### config.mk
export PLATFORM = sky130hd
export DESIGN_NAME = rtc_time_core_flat
export DESIGN_NICKNAME = d
export VERILOG_FILES = /design/src/rtl/rtc_pkg.sv /design/src/rtl/rtc_if.sv /design/src/rtl/rtc_tick_gen.sv /design/src/rtl/rtc_time_core.sv /design/src/flat_wrapper.sv
export SDC_FILE = /design/constraint.sdc
export NUM_CORES = 1
export LEC_CHECK = 0
export BUFFER_PORTS_ARGS = -buffer_cell sky130_fd_sc_hd__clkbuf_2
export CAP_MARGIN = 40
export CORE_AREA = 2 2 83 85
export CTS_BUF_LIST = sky130_fd_sc_hd__clkbuf_16
export CTS_CLUSTER_DIAMETER = 50
export DETAILED_ROUTE_END_ITERATION = 10
export DIE_AREA = 0 0 85 87
export GPL_TIMING_DRIVEN = 0
export PLACE_DENSITY = 0.73
export SETUP_SLACK_MARGIN = 0.2
export SYNTH_ARGS = -nofsm -noshare
export SYNTH_HDL_FRONTEND = slang
export SYNTH_HIERARCHICAL = 1
export SYNTH_SLANG_ARGS = --single-unit
### constraint.sdc
create_clock -name clk -period 2.25 [get_ports clk]
set_input_delay 0.1125 -clock clk [delete_from_list [all_inputs] [get_ports clk]]
set_output_delay 0.1125 -clock clk [all_outputs]
set_load 0.02 [all_outputs]
### src/rtl/rtc_pkg.sv
// Shared widths, field limits, the time record type and small helpers for the RTC slice.
// Latency: none (declarations and pure functions only).
// Backpressure: not applicable.
package rtc_pkg;

  localparam int SEC_W  = 6;
  localparam int MIN_W  = 6;
  localparam int HOUR_W = 5;

  localparam logic [SEC_W-1:0]  SEC_MAX   = 6'd59;
  localparam logic [MIN_W-1:0]  MIN_MAX   = 6'd59;
  localparam logic [HOUR_W-1:0] HOUR_MAX  = 5'd23;
  localparam logic [HOUR_W-1:0] HOUR_NOON = 5'd12;

  // One time-of-day value, always held in 24 h form.
  typedef struct packed {
    logic [HOUR_W-1:0] hour;
    logic [MIN_W-1:0]  min;
    logic [SEC_W-1:0]  sec;
  } rtc_time_t;

  // Prescaler counter width for a divide ratio; never narrower than one bit.
  function automatic int prescaler_width(input int div);
    int w;
    w = $clog2(div);
    return (w < 1) ? 1 : w;
  endfunction

  // 24 h hour to display hour: 0 shows as 12, 13..23 fold to 1..11.
  function automatic logic [HOUR_W-1:0] hour_to_disp(input logic [HOUR_W-1:0] h,
                                                     input logic m12);
    logic [HOUR_W-1:0] d;
    d = h;
    if (m12) begin
      if (h == '0) begin
        d = HOUR_NOON;
      end else if (h > HOUR_NOON) begin
        d = h - HOUR_NOON;
      end
    end
    return d;
  endfunction

  // Clamp an out-of-range load value to the field maximum.
  function automatic logic [SEC_W-1:0] sat_sec(input logic [SEC_W-1:0] v);
    return (v > SEC_MAX) ? SEC_MAX : v;
  endfunction

  function automatic logic [MIN_W-1:0] sat_min(input logic [MIN_W-1:0] v);
    return (v > MIN_MAX) ? MIN_MAX : v;
  endfunction

  function automatic logic [HOUR_W-1:0] sat_hour(input logic [HOUR_W-1:0] v);
    return (v > HOUR_MAX) ? HOUR_MAX : v;
  endfunction

endpackage

### src/rtl/rtc_if.sv
// Control/status bundle between the set logic (master) and the RTC core (slave).
// Latency: wires only. Backpressure: none, all signals are levels or 1-cycle pulses.
// Optional alarm signals exist only when RTC_ALARM_EN is defined.
interface rtc_if;
  import rtc_pkg::*;

  // controls from the set logic
  logic              run_en;
  logic              dir_down;
  logic              load_en;
  logic [HOUR_W-1:0] hour_in;
  logic [MIN_W-1:0]  min_in;
  logic [SEC_W-1:0]  sec_in;
  logic              inc_hour;
  logic              inc_min;
  logic              mode_12h;

  // status towards the display mux
  logic [SEC_W-1:0]  sec;
  logic [MIN_W-1:0]  min;
  logic [HOUR_W-1:0] hour;
  logic [HOUR_W-1:0] hour_disp;
  logic              pm;
  logic              tick;
  logic              min_carry;
  logic              hour_carry;
  logic              day_carry;

`ifdef RTC_ALARM_EN
  logic [HOUR_W-1:0] alarm_hour;
  logic [MIN_W-1:0]  alarm_min;
  logic              alarm_on;
  logic              alarm_hit;
`endif

  modport master (
    output run_en, dir_down, load_en, hour_in, min_in, sec_in,
           inc_hour, inc_min, mode_12h,
`ifdef RTC_ALARM_EN
    output alarm_hour, alarm_min, alarm_on,
    input  alarm_hit,
`endif
    input  sec, min, hour, hour_disp, pm, tick,
           min_carry, hour_carry, day_carry
  );

  modport slave (
    input  run_en, dir_down, load_en, hour_in, min_in, sec_in,
           inc_hour, inc_min, mode_12h,
`ifdef RTC_ALARM_EN
    input  alarm_hour, alarm_min, alarm_on,
    output alarm_hit,
`endif
    output sec, min, hour, hour_disp, pm, tick,
           min_carry, hour_carry, day_carry
  );

endinterface

### src/rtl/rtc_tick_gen.sv
// Prescaler: divides clk by DIV and emits a registered 1-cycle tick every DIV cycles.
// Latency: first tick exactly DIV cycles after reset or clr; then every DIV cycles.
// Backpressure: none; clr restarts the count and suppresses any pending tick.
module rtc_tick_gen
  import rtc_pkg::*;
#(
  parameter int DIV = 4
) (
  input  logic clk,
  input  logic rst,
  input  logic clr,
  output logic tick
);

  localparam int            PW   = prescaler_width(DIV);
  localparam logic [PW-1:0] LAST = PW'(DIV - 1);

  logic [PW-1:0] cnt;

  // Free-running 0..DIV-1 counter; tick is raised on the wrap so it lands DIV cycles apart.
  always_ff @(posedge clk or posedge rst) begin
    if (rst) begin
      cnt  <= '0;
      tick <= 1'b0;
    end else if (clr) begin
      cnt  <= '0;
      tick <= 1'b0;
    end else if (cnt == LAST) begin
      cnt  <= '0;
      tick <= 1'b1;
    end else begin
      cnt  <= cnt + PW'(1);
      tick <= 1'b0;
    end
  end

endmodule

### src/rtl/rtc_time_core.sv
// Time-of-day counter: 1 Hz prescaler, up/down h:m:s count, load/set pulses, 12/24 h display.
// Latency: time and carries update together one cycle after tick; hour_disp/pm are combinational.
// Backpressure: none. Optional alarm compare is built when RTC_ALARM_EN is defined.
module rtc_time_core
  import rtc_pkg::*;
#(
  parameter int CLK_FREQ_HZ = 50_000_000,
  parameter int TICK_HZ     = 1
) (
  input logic  clk,
  input logic  rst,
  rtc_if.slave bus
);

  localparam int DIV = CLK_FREQ_HZ / TICK_HZ;

  rtc_time_t cur_q;
  rtc_time_t cnt_nxt;
  rtc_time_t ld_val;
  logic      wrap_sec;
  logic      wrap_min;
  logic      wrap_hour;
  logic      tick;
  logic      set_evt;
  logic      count_upd;
  logic      min_carry_q;
  logic      hour_carry_q;
  logic      day_carry_q;

  logic [HOUR_W-1:0] hour_inc_val;
  logic [MIN_W-1:0]  min_inc_val;

  // Loads restart the prescaler so the first second after a set is a full second.
  rtc_tick_gen #(
    .DIV (DIV)
  ) u_tick_gen (
    .clk  (clk),
    .rst  (rst),
    .clr  (bus.load_en),
    .tick (tick)
  );

  // A tick only counts when nothing with higher priority claims the same cycle.
  assign set_evt   = bus.inc_hour | bus.inc_min;
  assign count_upd = tick & bus.run_en & ~bus.load_en & ~set_evt;

  // Saturated load value and the wrapping single-field set values.
  always_comb begin
    ld_val.hour  = sat_hour(bus.hour_in);
    ld_val.min   = sat_min(bus.min_in);
    ld_val.sec   = sat_sec(bus.sec_in);
    hour_inc_val = (cur_q.hour == HOUR_MAX) ? '0 : cur_q.hour + HOUR_W'(1);
    min_inc_val  = (cur_q.min == MIN_MAX) ? '0 : cur_q.min + MIN_W'(1);
  end

  // Next count value with ripple carries; direction is taken from the tick cycle itself.
  always_comb begin
    cnt_nxt   = cur_q;
    wrap_sec  = 1'b0;
    wrap_min  = 1'b0;
    wrap_hour = 1'b0;
    if (!bus.dir_down) begin
      if (cur_q.sec == SEC_MAX) begin
        cnt_nxt.sec = '0;
        wrap_sec    = 1'b1;
        if (cur_q.min == MIN_MAX) begin
          cnt_nxt.min = '0;
          wrap_min    = 1'b1;
          if (cur_q.hour == HOUR_MAX) begin
            cnt_nxt.hour = '0;
            wrap_hour    = 1'b1;
          end else begin
            cnt_nxt.hour = cur_q.hour + HOUR_W'(1);
          end
        end else begin
          cnt_nxt.min = cur_q.min + MIN_W'(1);
        end
      end else begin
        cnt_nxt.sec = cur_q.sec + SEC_W'(1);
      end
    end else begin
      if (cur_q.sec == '0) begin
        cnt_nxt.sec = SEC_MAX;
        wrap_sec    = 1'b1;
        if (cur_q.min == '0) begin
          cnt_nxt.min = MIN_MAX;
          wrap_min    = 1'b1;
          if (cur_q.hour == '0) begin
            cnt_nxt.hour = HOUR_MAX;
            wrap_hour    = 1'b1;
          end else begin
            cnt_nxt.hour = cur_q.hour - HOUR_W'(1);
          end
        end else begin
          cnt_nxt.min = cur_q.min - MIN_W'(1);
        end
      end else begin
        cnt_nxt.sec = cur_q.sec - SEC_W'(1);
      end
    end
  end

  // Time registers and carry strobes: load > set pulses > counted tick; carries only on a count.
  always_ff @(posedge clk or posedge rst) begin
    if (rst) begin
      cur_q        <= '0;
      min_carry_q  <= 1'b0;
      hour_carry_q <= 1'b0;
      day_carry_q  <= 1'b0;
    end else begin
      min_carry_q  <= 1'b0;
      hour_carry_q <= 1'b0;
      day_carry_q  <= 1'b0;
      if (bus.load_en) begin
        cur_q <= ld_val;
      end else if (set_evt) begin
        if (bus.inc_hour) begin
          cur_q.hour <= hour_inc_val;
        end
        if (bus.inc_min) begin
          cur_q.min <= min_inc_val;
        end
      end else if (count_upd) begin
        cur_q        <= cnt_nxt;
        min_carry_q  <= wrap_sec;
        hour_carry_q <= wrap_min;
        day_carry_q  <= wrap_hour;
      end
    end
  end

`ifdef RTC_ALARM_EN
  logic alarm_hit_q;
  logic alarm_match;

  assign alarm_match = bus.alarm_on &&
                       (cnt_nxt.hour == bus.alarm_hour) &&
                       (cnt_nxt.min == bus.alarm_min) &&
                       (cnt_nxt.sec == '0);

  // Alarm fires only from a counted update landing on hh:mm:00, never from loads or sets.
  always_ff @(posedge clk or posedge rst) begin
    if (rst) begin
      alarm_hit_q <= 1'b0;
    end else begin
      alarm_hit_q <= count_upd && alarm_match;
    end
  end

  assign bus.alarm_hit = alarm_hit_q;
`endif

  assign bus.sec        = cur_q.sec;
  assign bus.min        = cur_q.min;
  assign bus.hour       = cur_q.hour;
  assign bus.hour_disp  = hour_to_disp(cur_q.hour, bus.mode_12h);
  assign bus.pm         = (cur_q.hour >= HOUR_NOON);
  assign bus.tick       = tick;
  assign bus.min_carry  = min_carry_q;
  assign bus.hour_carry = hour_carry_q;
  assign bus.day_carry  = day_carry_q;

endmodule
### src/flat_wrapper.sv
// flat-port wrapper written by rule: the top's interface ports become plain ports
module rtc_time_core_flat import rtc_pkg::*;
#(
  parameter int CLK_FREQ_HZ = 50_000_000,
  parameter int TICK_HZ     = 1
)
  (clk, rst, bus_run_en, bus_dir_down, bus_load_en, bus_hour_in, bus_min_in, bus_sec_in, bus_inc_hour, bus_inc_min, bus_mode_12h, bus_sec, bus_min, bus_hour, bus_hour_disp, bus_pm, bus_tick, bus_min_carry, bus_hour_carry, bus_day_carry);
  rtc_if bus_i ();
  input logic clk;
  input logic rst;
  input wire logic [$bits(bus_i.run_en)-1:0] bus_run_en;
  input wire logic [$bits(bus_i.dir_down)-1:0] bus_dir_down;
  input wire logic [$bits(bus_i.load_en)-1:0] bus_load_en;
  input wire logic [$bits(bus_i.hour_in)-1:0] bus_hour_in;
  input wire logic [$bits(bus_i.min_in)-1:0] bus_min_in;
  input wire logic [$bits(bus_i.sec_in)-1:0] bus_sec_in;
  input wire logic [$bits(bus_i.inc_hour)-1:0] bus_inc_hour;
  input wire logic [$bits(bus_i.inc_min)-1:0] bus_inc_min;
  input wire logic [$bits(bus_i.mode_12h)-1:0] bus_mode_12h;
  output wire logic [$bits(bus_i.sec)-1:0] bus_sec;
  output wire logic [$bits(bus_i.min)-1:0] bus_min;
  output wire logic [$bits(bus_i.hour)-1:0] bus_hour;
  output wire logic [$bits(bus_i.hour_disp)-1:0] bus_hour_disp;
  output wire logic [$bits(bus_i.pm)-1:0] bus_pm;
  output wire logic [$bits(bus_i.tick)-1:0] bus_tick;
  output wire logic [$bits(bus_i.min_carry)-1:0] bus_min_carry;
  output wire logic [$bits(bus_i.hour_carry)-1:0] bus_hour_carry;
  output wire logic [$bits(bus_i.day_carry)-1:0] bus_day_carry;
  assign bus_i.run_en = bus_run_en;
  assign bus_i.dir_down = bus_dir_down;
  assign bus_i.load_en = bus_load_en;
  assign bus_i.hour_in = bus_hour_in;
  assign bus_i.min_in = bus_min_in;
  assign bus_i.sec_in = bus_sec_in;
  assign bus_i.inc_hour = bus_inc_hour;
  assign bus_i.inc_min = bus_inc_min;
  assign bus_i.mode_12h = bus_mode_12h;
  assign bus_sec = bus_i.sec;
  assign bus_min = bus_i.min;
  assign bus_hour = bus_i.hour;
  assign bus_hour_disp = bus_i.hour_disp;
  assign bus_pm = bus_i.pm;
  assign bus_tick = bus_i.tick;
  assign bus_min_carry = bus_i.min_carry;
  assign bus_hour_carry = bus_i.hour_carry;
  assign bus_day_carry = bus_i.day_carry;
  rtc_time_core #(.CLK_FREQ_HZ(CLK_FREQ_HZ), .TICK_HZ(TICK_HZ)) u_core (.clk(clk), .rst(rst), .bus(bus_i));
endmodule
# --- After elaboration in Yosys (flattened, before gate mapping) ---
# Cells that the tools add are included.
totals:
  register_bits: 47
  inputBits: 25
  out_inout_bits: 27
  elab_cells: 97
classes:
  addsub: 8
  n_lt_le_gt_ge: 5
  eq_ne: 9
  muxes: 51
  n_bitwise: 6
  n_reduce_logical: 10
op_table:
  columns: ["cell", "n"]
  rows:
  - ["$mux 26", 2]
  - ["$mux 17", 3]
  - ["$mux 6", 8]
  - ["$mux 5", 9]
  - ["$mux 11", 3]
  - ["$add 26x1->26 const B", 1]
  - ["$eq 26x26->1 const B", 1]
  - ["$mux 1", 26]
  - ["$add 6x1->6 const B", 2]
  - ["$eq 6x6->1 const B", 2]
  - ["$gt 6x6->1 const B", 2]
  - ["$logic_not 6->1", 2]
  - ["$sub 6x1->6 const B", 2]
  - ["$ne 4x1->1 const B", 2]
  - ["$reduce_bool 4->1", 2]
  - ["$ne 3x3->1 const B", 2]
  - ["$reduce_and 6->1", 1]
  - ["$add 5x1->5 const B", 1]
  - ["$eq 5x5->1 const B", 1]
  - ["$ge 5x4->1 const B", 1]
  - ["$gt 5x4->1 const B", 1]
  - ["$gt 5x5->1 const B", 1]
  - ["$logic_not 5->1", 1]
  - ["$sub 5x1->5 const B", 1]
  - ["other kinds (9)", 12]

# --- Depth between registers and ports, before layout ---
depth:
  depth_word: 8
  ltp_mapped: 9
  mapped_depth_nobuf: 8

# --- Hierarchy ---
# Netlist, hierarchy kept.
by_module_without_submodules:
  columns: ["module", "n_inst", "cells_each", "area_each_um2", "seq_area_each_um2"]
  rows:
  - ["rtc_time_core", 1, 257, 1911.8, 500.5]
  - ["rtc_tick_gen", 1, 142, 1411.4, 675.6]

# --- Worst setup path after synthesis ---
# OpenSTA, ideal clock, no wires.
synth_path:
  path_kind: "flip-flop to flip-flop"
  start: "reg u_core.cur_q (netlist bit u_core/bus.sec[2])"
  end: "reg, netlist name u_core/bus.hour[3]"
  setup_ns: 0.076
  t_arrival_ns: 2.120
  t_required_ns: 2.174
  path_slack_ns: 0.054
  stages_incl_launch_ff: 8
  period_less_slack_ns: 2.196
  path_cell_list: "dfrtp_1 -> buf_6 -> or3_4 -> or3_4 -> o22ai_1 -> a21o_2 -> mux2_2 -> o21ai_1"
synth_between:
  elab_chain_len: 3
  elab_cells_between_ends: 5
synth_lines:
  columns: ["item", "line_no", "text"]
  rows:
  - ["start: declaration", "rtc_time_core.sv:17", "rtc_time_t cur_q;"]
  - ["start signal: assignment", "rtc_time_core.sv:115", "cur_q <= ld_val;"]
  - ["start signal: assignment", "rtc_time_core.sv:124", "cur_q <= cnt_nxt;"]
  - ["$logic_not 6->1 / $eq 6x6->1 (equally long branches)", "rtc_time_core.sv:82, rtc_time_core.sv:63", null]
  - ["$ne 4x1->1 (no line) / $reduce_bool 4->1 (equally long branches)", null, null]
  - ["$reduce_and 6->1 (no line) (*)", null, null]
# Every way passes the cells marked *; elsewhere a longest branch is shown, timed or not.
# A chain may end at the register's enable or synchronous reset.

# --- Final worst setup path ---
layout_path:
  start: "reg u_core.cur_q (netlist bit u_core/bus.sec[3])"
  end: "reg, netlist name u_core/bus.min[2]"
layout_between:
  elab_chain_len: 3
  elab_cells_between_ends: 5
layout_lines:
  columns: ["item", "line_no"]
  rows:
  - ["$logic_not 6->1 / $eq 6x6->1 (equally long branches)", "rtc_time_core.sv:82, rtc_time_core.sv:63"]
  - ["$ne 4x1->1 (no line) / $reduce_bool 4->1 (equally long branches)", null]
  - ["$reduce_and 4->1 (no line) (*)", null]
# Marked as above.

==> results_dict.tcl <==
set metrics [dict create \
    synth-async-reset-ratio_pct 100 \
    yosys.area.top_type_share_pct 35.4 \
    finalInstanceArea_um2 4040 \
    yosysMostFrequentCell "dfrtp_1" \
    preCtsSetupSlack_ns 0.0451 \
    die_area_um2 7400 \
    grt_start_max_net_pins 16 \
    slew_headroom_pct 56.4 \
    rows 30 \
    maxCapViolCount 0 \
    hp-class "input port to register" \
    critPathBufInv 2 \
    fin_crit_sh_pct 94.9 \
    combPwrFrac_pct 30.5 \
    grt_pass1_wl_mm 14.0 \
    peakVddDrop_uv 377 \
    p_total_w 0.00241 \
    port_buffers 51 \
    antenna-diode-count 0 \
    seq_power_share_pct 40.1 \
    synthCells 399 \
    drc 0 \
    start_util_pct 50.6 \
    max_freq_mhz 468 \
    die_h_um 87 \
    p_leak_nw 1.73 \
    track_usage_pct 23.0 \
    synth_seq_cells 47 \
    crit_path_max_fanout 5 \
    cp_top_family "simple AND/OR/NAND/NOR gates" \
    final_core_util_pct 61.5 \
    drive_gt1_share_pct 27.0 \
    worstPathRequired_ns 2.39 \
    netlist-cell-type-count 63 \
    cts.path.max_buffers 2 \
    htreeDepth 2 \
    power.density_nw_per_um2 597 \
    tightest_slew_ns 0.651 \
    yosys_warnings 6 \
    slew_viol_final 0 \
    routed_via_density 5.90 \
    wl_mm 8.32 \
    syn_nets 435 \
    startpoint_type "register" \
    globalRoute.totalOverflow 0 \
    crit_arrival_ns 2.28 \
    vias 3268 \
    grt_pass1_vias 2972 \
    dr.pass1.iters 5 \
    placed_area_um2 3730 \
    path_class "register to register" \
    multi_input_area_um2 2010 \
    yosysSeqAreaShare_pct 35.4 \
    pin_count 52 \
    setup_ws_ns 0.114 \
    ys.flop_type "dfrtp_1" \
    postRouteAntennaNets 0 \
    synth_edf_count 0 \
    drt_iter0_drc 159 \
    dp_hpwl_mm 6.07 \
    nets 509 \
    cts_buffers 5 \
    worstPathCellList "buf_6 > or3_4 > or3_4 > a211oi_2 > nor3_2 > buf_6 > a21oi_2 > o41ai_1" \
    max_stage_delay_ns 0.41 \
    syn_avg_cell_area_um2 8.33 \
    yosys.area.top_type "dfrtp_1" \
    synth_area_leaders "dfrtp_1 (35%), nand2_1 (4.7%), xnor2_1 (4.5%)" \
    skew_ns 0.00558 \
    power_frac_clock_pct 29.3 \
    p_int_w 0.00160 \
    switchingPower_w 0.000814 \
    synth_common_cells "dfrtp_1 (47), nand2_1 (42), nor2_1 (36), a21oi_1 (28), o21ai_0 (27)" \
    syn_area_um2 3320 \
    gp_congestion 0.887 \
    cts.clk_slew.worst_paths_ns 0.06 \
    insertion_delay_ns 0.29 \
    slowest_stage "dfrtp_2" \
    die-width_um 85 \
    numClockSinks 47 \
    area_delta_synth_final_pct 21.6 \
    setup_viol 0 \
    wl_per_cell_um 15.0 \
    status "finished, final reports clean" \
    rsz0062_at_grt "true" \
    worstSetupEndpointType "register" \
    nFillCells 598 \
    swShare_pct 33.7 \
    finalHoldViolCount 0 \
    setup_tns_ns 0 \
    cts_tree "done" \
    cts_root_buf "clkbuf_16" \
    register_area_um2 1190 \
    antenna_found_initial 0 \
    core_area_um2 6570 \
    min_period_ns 2.14 \
]
==> placed cells by master, fill, tap and decap left out, drive strengths merged, types with 4 or more instances in the layout <==
master,Yosys,layout
a211oi,4,4
a21oi,31,31
a311oi,4,4
and3,5,5
buf,12,28
clkbuf,11,66
dfrtp,47,47
ha,11,11
inv,18,19
nand2,42,42
nand3,22,22
nand4,12,12
nor2,36,36
nor3,10,10
o21ai,30,30
o22ai,5,5
o31ai,13,13
or3,10,10
or4,7,7
xnor2,17,17
xor2,6,6
==> worst paths after layout <==
kind	start	endpoint	slack [ns]	cells after the start
min reg2reg	u_core/u_tick_gen/cnt[0]	u_core/u_tick_gen/cnt[0]	0.45	1
max	u_core/bus.sec[3]	u_core/bus.min[2]	0.11	8
max in group asynchronous	rst	u_core/u_tick_gen/cnt[1]	1.33	4
max reg2reg	u_core/bus.sec[3]	u_core/bus.min[2]	0.11	8
min in group asynchronous	rst	u_core/bus.sec[4]	0.41	3
min	bus_sec_in[3]	u_core/bus.sec[3]	0.05	2
==> cell type report <==
cell class	instances	share of cell area [%]
multi-input cells	311	49.8
flip-flops and latches	47	29.4
repair buffers	67	9.66
plain buffers	23	3.68
clock buffers	5	3.10
well taps	80	2.48
inverters	18	1.67
clock inverters	3	0.279
==> timing repair <==
item | in CTS | in global routing
setup endpoints to repair | 11 | 36
hold buffers | 1 | 0
pin swaps | 5 | 5
endpoints found under the hold margin | 22 | 0
gates resized for setup | 7 | 22
cloned | 0 | 1
setup buffers | 7 | 5
==> per-layer routing <==
layer  share of wire, %  global-route usage, %  wire (um)  up-vias
li1                   -                      -          -     1597
met1                 46                   31.6       3830     1576
met2                 48                   38.5       3990       87
met3                5.1                   2.84        427        8
met4               0.99                   6.20         82        0
met5                  0                      0          0        -
==> per-stage QoR <==
stage               hold slack [ns]  cells
finish                       0.0498    554
global route                 0.0674    554
CTS                          0.0461    548
detailed placement            0.159    532
global placement              0.323    530
floorplan                    0.0761    399
==> power by group through the flow <==
stage	Combinational, W	Clock, W	Sequential [W]
final	0.000736	0.000708	0.000968
after global routing	0.000813	0.000751	0.000980
after CTS	0.000709	0.000728	0.000964
after detailed placement	0.000679	0	0.000982
after floorplan	0.000433	0	0.00102
after global placement	0.000662	0	0.000977
==> flip-flops by register name, indices dropped and copies added, names as in the netlist <==
| signal | flops |
|---|---|
| u_core/u_tick_gen/cnt | 26 |
| u_core/bus.min | 6 |
| u_core/bus.sec | 6 |
| u_core/bus.hour | 5 |
| u_core/bus.day_carry | 1 |
| u_core/bus.hour_carry | 1 |
| u_core/bus.min_carry | 1 |
| u_core/u_tick_gen/tick | 1 |
==> worst reg2reg max path, delay by kind of cell, from the launching register on <==
kind | cells | cell delay (ns)
flops | 1 | 0.41
simple gates | 3 | 0.85
buf+inv | 2 | 0.26
compound gates | 3 | 0.46
==> cells by family (layout without fill, tap and decap cells) <==
logic type	count (synthesis)	in the layout	share of synthesized area [%]
AND/OR/NAND/NOR	168	168	27.0
AO/OA/AOI/OAI	105	105	20.1
flip-flops	47	47	35.4
buffers and inverters	41	116	6.02
XOR/XNOR	23	23	6.06
adder cells (fa/ha/maj)	11	11	4.14
multiplexers	4	4	1.24
Note: power is estimated with default switching activity, not from simulation.
